### config.mk
export PLATFORM = sky130hd
export DESIGN_NAME = bsg_nonsynth_random_rr_server
export DESIGN_NICKNAME = d
export VERILOG_FILES = /design/src/rtl/bsg_nonsynth_random_rr_server.sv
export SDC_FILE = /design/constraint.sdc
export NUM_CORES = 1
export LEC_CHECK = 0
export CAP_MARGIN = 20
export CORE_UTILIZATION = 49
export DETAILED_ROUTE_END_ITERATION = 12
export PLACE_DENSITY = 0.79
export SLEW_MARGIN = 40
export SYNTH_ARGS = -nofsm -noshare
export SYNTH_HDL_FRONTEND = slang
export SYNTH_SLANG_ARGS = --single-unit
### constraint.sdc
create_clock -name clk_i -period 2.4 [get_ports clk_i]
set_clock_uncertainty 0.1 [all_clocks]
set_input_delay 0.24 -clock clk_i [delete_from_list [all_inputs] [get_ports clk_i]]
set_output_delay 0.24 -clock clk_i [all_outputs]
set_load 0.02 [all_outputs]
### src/rtl/bsg_nonsynth_random_rr_server.sv
// Round-robin server handing out one shared Galois-LFSR word per grant; a grant is visible the cycle after request, consumed on yumi.
// Define BSG_NONSYNTH_RANDOM_RR_SERVER_CHECK_EN to flag stray or multi-hot yumi_i with $error.
module bsg_nonsynth_random_rr_server #(
  parameter int                 els_p   = 4,
  parameter int                 width_p = 16,
  parameter logic [width_p-1:0] seed_p  = 16'hACE1,
  parameter logic [width_p-1:0] taps_p  = 16'hB400
) (
  input  logic               clk_i,
  input  logic               reset_i,
  input  logic [els_p-1:0]   req_i,
  input  logic [els_p-1:0]   yumi_i,
  output logic [els_p-1:0]   v_o,
  output logic [width_p-1:0] data_o,
  output logic [31:0]        count_o
);

  localparam int iw_lp = (els_p > 1) ? $clog2(els_p) : 1;
  localparam int cw_lp = iw_lp + 1;

  typedef enum logic {IDLE, GRANT} state_e;

  state_e             state_r, state_n;
  logic [iw_lp-1:0]   g_r, g_n;
  logic [iw_lp-1:0]   ptr_r, ptr_n;
  logic [width_p-1:0] lfsr_r, lfsr_n;
  logic [31:0]        count_r, count_n;

  logic               win_found;
  logic [iw_lp-1:0]   win_idx;
  logic [cw_lp-1:0]   cand;

  // Search req_i starting at ptr_r, wrapping at els_p; first hit wins.
  always_comb begin
    win_found = 1'b0;
    win_idx   = '0;
    cand      = '0;
    for (int i = 0; i < els_p; i++) begin
      cand = {1'b0, ptr_r} + cw_lp'(i);
      if (cand >= cw_lp'(els_p))
        cand = cand - cw_lp'(els_p);
      if (!win_found && req_i[cand[iw_lp-1:0]]) begin
        win_found = 1'b1;
        win_idx   = cand[iw_lp-1:0];
      end
    end
  end

  always_comb begin
    state_n = state_r;
    g_n     = g_r;
    ptr_n   = ptr_r;
    lfsr_n  = lfsr_r;
    count_n = count_r;
    case (state_r)
      IDLE: begin
        if (win_found) begin
          state_n = GRANT;
          g_n     = win_idx;
        end
      end
      GRANT: begin
        // A consume in the same cycle as request withdrawal still counts.
        if (yumi_i[g_r]) begin
          state_n = IDLE;
          lfsr_n  = (lfsr_r >> 1) ^ (lfsr_r[0] ? taps_p : '0);
          ptr_n   = (g_r == iw_lp'(els_p - 1)) ? '0 : g_r + iw_lp'(1);
          count_n = count_r + 32'd1;
        end else if (!req_i[g_r]) begin
          state_n = IDLE;
        end
      end
    endcase
  end

  always_ff @(posedge clk_i or posedge reset_i) begin
    if (reset_i) begin
      state_r <= IDLE;
      g_r     <= '0;
      ptr_r   <= '0;
      lfsr_r  <= seed_p;
      count_r <= '0;
    end else begin
      state_r <= state_n;
      g_r     <= g_n;
      ptr_r   <= ptr_n;
      lfsr_r  <= lfsr_n;
      count_r <= count_n;
    end
  end

  always_comb begin
    v_o = '0;
    if (state_r == GRANT)
      v_o[g_r] = 1'b1;
  end

  assign data_o  = lfsr_r;
  assign count_o = count_r;

`ifdef BSG_NONSYNTH_RANDOM_RR_SERVER_CHECK_EN
  always_ff @(posedge clk_i) begin
    if (!reset_i) begin
      if ($countones(yumi_i) > 1)
        $error("bsg_nonsynth_random_rr_server: multiple yumi_i bits set: %b", yumi_i);
      else if ((yumi_i != '0) && (yumi_i != v_o))
        $error("bsg_nonsynth_random_rr_server: yumi_i %b without matching grant %b", yumi_i, v_o);
    end
  end
`endif

endmodule

==> PnR_summary.wiki <==
{| class="wikitable"
! Metric !! Value
|-
| Longest individual stage delay on the worst path || 0.55 ns
|-
| Headroom to the max-slew limit || about two thirds
|-
| Number of nets produced by synthesis || between 200 and 250
|-
| Number of max-slew violations in the final report || 0
|-
| Max-Cap Viols || 0
|-
| Count of clock tree sinks || 53
|-
| Final antenna diode count || 0
|-
| Remaining global-route overflow || 0
|-
| Final Routed Wirelength || 4880 um
|-
| Number of instances in the synthesized netlist || about 220
|-
| Setup TNS Final || 0 ns
|-
| Number of setup violations in the final report || 0
|-
| ANT nets after route || 0
|-
| VDD IR max || ~0.83 mV
|-
| Synth warnings || 0
|-
| Boundary Pins || 62
|-
| Area leader, netlist || dfrtp_1
|-
| Clock Latency Late Sink || about 0.30 ns
|-
| Run status || complete, no violations
|-
| Final cycle utilization of the critical path || 91.2%
|-
| Global-route wire length before repair || between 8000 and 9000 um
|-
| Highest clock rate || about 460 MHz
|-
| Starting density of the core || 52.0%
|-
| Average wire per standard cell || approximately 14 um
|-
| Actual transition at the worst max-transition pin || roughly 0.49 ns
|-
| Reported leakage power || roughly 1.4 nW
|-
| Type of origin of the critical path || flip-flop
|-
| Nets@finish || about 310
|-
| Setup slack, reg-to-reg || 0.33 ns
|-
| Overall die width || 73.5 um
|-
| Min Tclk post-route || 2.19 ns
|-
| Final estimated routing congestion in global placement || just over 0.8
|-
| Num rows || 25
|-
| Largest net degree at the start of global routing || 28
|-
| H-Tree Level Count || 2
|-
| Number of distinct library cell variants in the gate-level netlist after synthesis || 36
|-
| Total power density per cell area || ~1000 nW/um2
|-
| Vert. Die Dim || 73.5 um
|-
| Final setup margin || approximately 0.21 ns
|-
| Path depth of the worst reg2reg path || 5
|-
| Capture point of the worst path || v_o[0]
|-
| Leading post-synthesis cells by cell area || dfrtp_1 45%, dfstp_2 8.4%, mux2_2 7.2%, xnor2_1 7.0%, xor2_1 4.9%
|-
| Delay-heaviest family, CP || buffers and inverters
|-
| Startpoint of the lowest-slack register-to-register path || count_o[3]$_DFFE_PP0P_
|-
| Worst hold path class || in -> async
|-
| Clock Path Buffers || 2
|-
| Root Buffer || clkbuf_8
|-
| Final hold vios || 0
|-
| Layout filler cell count || roughly 390
|-
| Arrival time of data at the critical path endpoint || roughly 1.9 ns
|-
| Post-synthesis register bit count || between 50 and 60
|-
| Global router's overall resource usage || 19.8%
|-
| Unrepaired setup endpoints after global routing || false
|-
| Die area || around 5400 um2
|-
| Part of the Yosys area used for sequential elements || between 50% and 60%
|-
| Via count of the first global-routing pass || 1786
|-
| Count of hold-fix buffers inserted at cts || 0
|-
| Async S/R FF share, synth || 100%
|-
| Critical path endpoint category || primary output
|-
| Post-synthesis instance area || 2500 um2
|-
| Pre-antenna DRT Iters || 4
|-
| Detailed-route vias per instance || roughly 5.2
|-
| Startpoint of the worst setup timing path || g_r[1]$_DFFE_PP0P_
|-
| Setup Slack @ Placement || 0.257 ns
|-
| Port buffer count || a little over 60
|-
| Top fanout value on the critical path || 10
|-
| Clock slew at reported path FFs || around 0.090 ns
|-
| Setup repair bufs after CTS || 0
|-
| DRC violation total after the first TritonRoute iteration || 83
|-
| Clock tree from TritonCTS || yes
|-
| Routed vias || approximately 1900
|-
| Fraction of final layout cells sized beyond drive strength 1 || about 16%
|-
| Floorplan core area || roughly 4800 um2
|-
| Resized cells post-CTS || 0
|-
| Post-synthesis average cell area || between 10 and 15 um2
|-
| Crit path buf inv count || 2
|-
| Slowest-stage cell, CP || dfrtp_1
|-
| Post-synthesis to final-layout area growth || 32.0%
|-
| DR DRC count || 0
|-
| Most frequent cells after synthesis || 45 x dfrtp_1, 20 x xnor2_1, 16 x mux2_2
|-
| Number of buffers added by the clock tree synthesis step || 5
|-
| End of the worst register-to-register path || count_o[25]$_DFFE_PP0P_
|-
| Worst path depth || 4
|-
| Most repeated cell in the gate-level netlist after synthesis || dfrtp_1
|-
| Fraction of post-synthesis cell area in the top cell type by area || between 40% and 50%
|-
| HPWL Detailed || between 3000 and 4000 um
|-
| Number of enable-type register cells in the synthesized netlist || 0
|-
| Crit-path cells || inv_1, ha_1, and2_1, clkdlybuf4s50_1
|-
| Class of the most critical setup path || reg -> out
|-
| Top flip-flop cell by instance count after synthesis || dfrtp_1
|-
| Initial antenna violation count || 0
|-
| Worst Path Required || 2.06 ns
|}
[worst min path at each step]
stage / from / end / slack (ns) / cells past startpoint
after floorplan: req_i[3] / g_r[1]$_DFFE_PP0P_ / 0.35 / 2
after global placement: count_o[31]$_DFFE_PP0P_ / count_o[31]$_DFFE_PP0P_ / 0.36 / 1
after detailed placement: count_o[31]$_DFFE_PP0P_ / count_o[31]$_DFFE_PP0P_ / 0.37 / 1
after CTS: reset_i / count_o[28]$_DFFE_PP0P_ / 0.20 / 2
after global routing: reset_i / count_o[1]$_DFFE_PP0P_ / 0.23 / 2
final: reset_i / count_o[28]$_DFFE_PP0P_ / 0.19 / 2
[registers in the layout (all words and copies together) (netlist names)]
register	flops
data_o	16
count_o	32
ptr_r	2
state_r	1
g_r	2
[per-stage QoR]
step / total power, mW / hold WS (ns) / utilization (%) / instance area (um2) / cells
6_report: 3.45 / 0.186 / 68.6 / 3310 / 358
5_1_grt: 3.68 / 0.233 / 68.6 / 3310 / 358
4_1_cts: 3.49 / 0.202 / 68.6 / 3310 / 358
3_5_place_dp: 3.00 / 0.371 / 66.9 / 3220 / 350
3_3_place_gp: 2.98 / 0.359 / 66.9 / 3220 / 350
2_1_floorplan: 2.38 / 0.346 / - / 2500 / 221
[cells by family (layout without fill, tap and decap cells)]
family | after synthesis | count (layout) | share of synthesized area (%)
fa+ha+maj | 5 | 5 | 2.50
xor+xnor | 34 | 34 | 11.9
flops | 53 | 53 | 53.4
buf+inv | 14 | 84 | 2.40
simple gates | 78 | 78 | 17.0
mux | 19 | 19 | 8.40
compound gates | 18 | 18 | 4.45
[final cells by class]
type | count | area, um2 | area share (%)
inverters | 7 | 26.3 | 0.795
well taps | 67 | 83.8 | 2.54
clock buffers | 7 | 76.3 | 2.31
clock inverters | 1 | 5.00 | 0.151
repair buffers | 69 | 671 | 20.3
flip-flops and latches | 53 | 1340 | 40.4
multi-input cells | 154 | 1110 | 33.5
[per-layer routing]
| layer | GRT usage [%] | up-vias | wire length [um] |
|---|---|---|---|
| li1 | - | 898 | - |
| met1 | 25.8 | 899 | 2230 |
| met2 | 30.7 | 54 | 2270 |
| met3 | 5.62 | 7 | 281 |
| met4 | 8.97 | 0 | 93 |
| met5 | 0 | - | 0 |
[power breakdown]
group	total [mW]	switching [mW]	internal [mW]
registers	1.45	0.267	1.19
clock network	0.477	0.271	0.205
logic	1.52	0.716	0.809
total	3.45	1.25	2.20
[layout by cell type (no fill, tap or decap), types with 3 or more instances in the layout]
cell type        netlist  routed
xnor2_1               20      20
dfrtp_1               45      45
mux2i_1                3       3
nand4_1                8       8
inv_1                  7       6
and4_1                 4       4
ha_1                   5       5
nand3_1               10      10
mux2_2                16      16
o21ai_0                5       5
dfstp_2                8       8
a21oi_1                6       6
buf_4                  1       8
nor2_1                14      14
nand2_1               15      15
xor2_1                14      14
clkbuf_8               0       5
nor2_2                 4       4
clkdlybuf4s50_1        0      61
and3_1                 6       6
and2_1                 5       5
No activity file was read; power rests on OpenSTA's default activity.
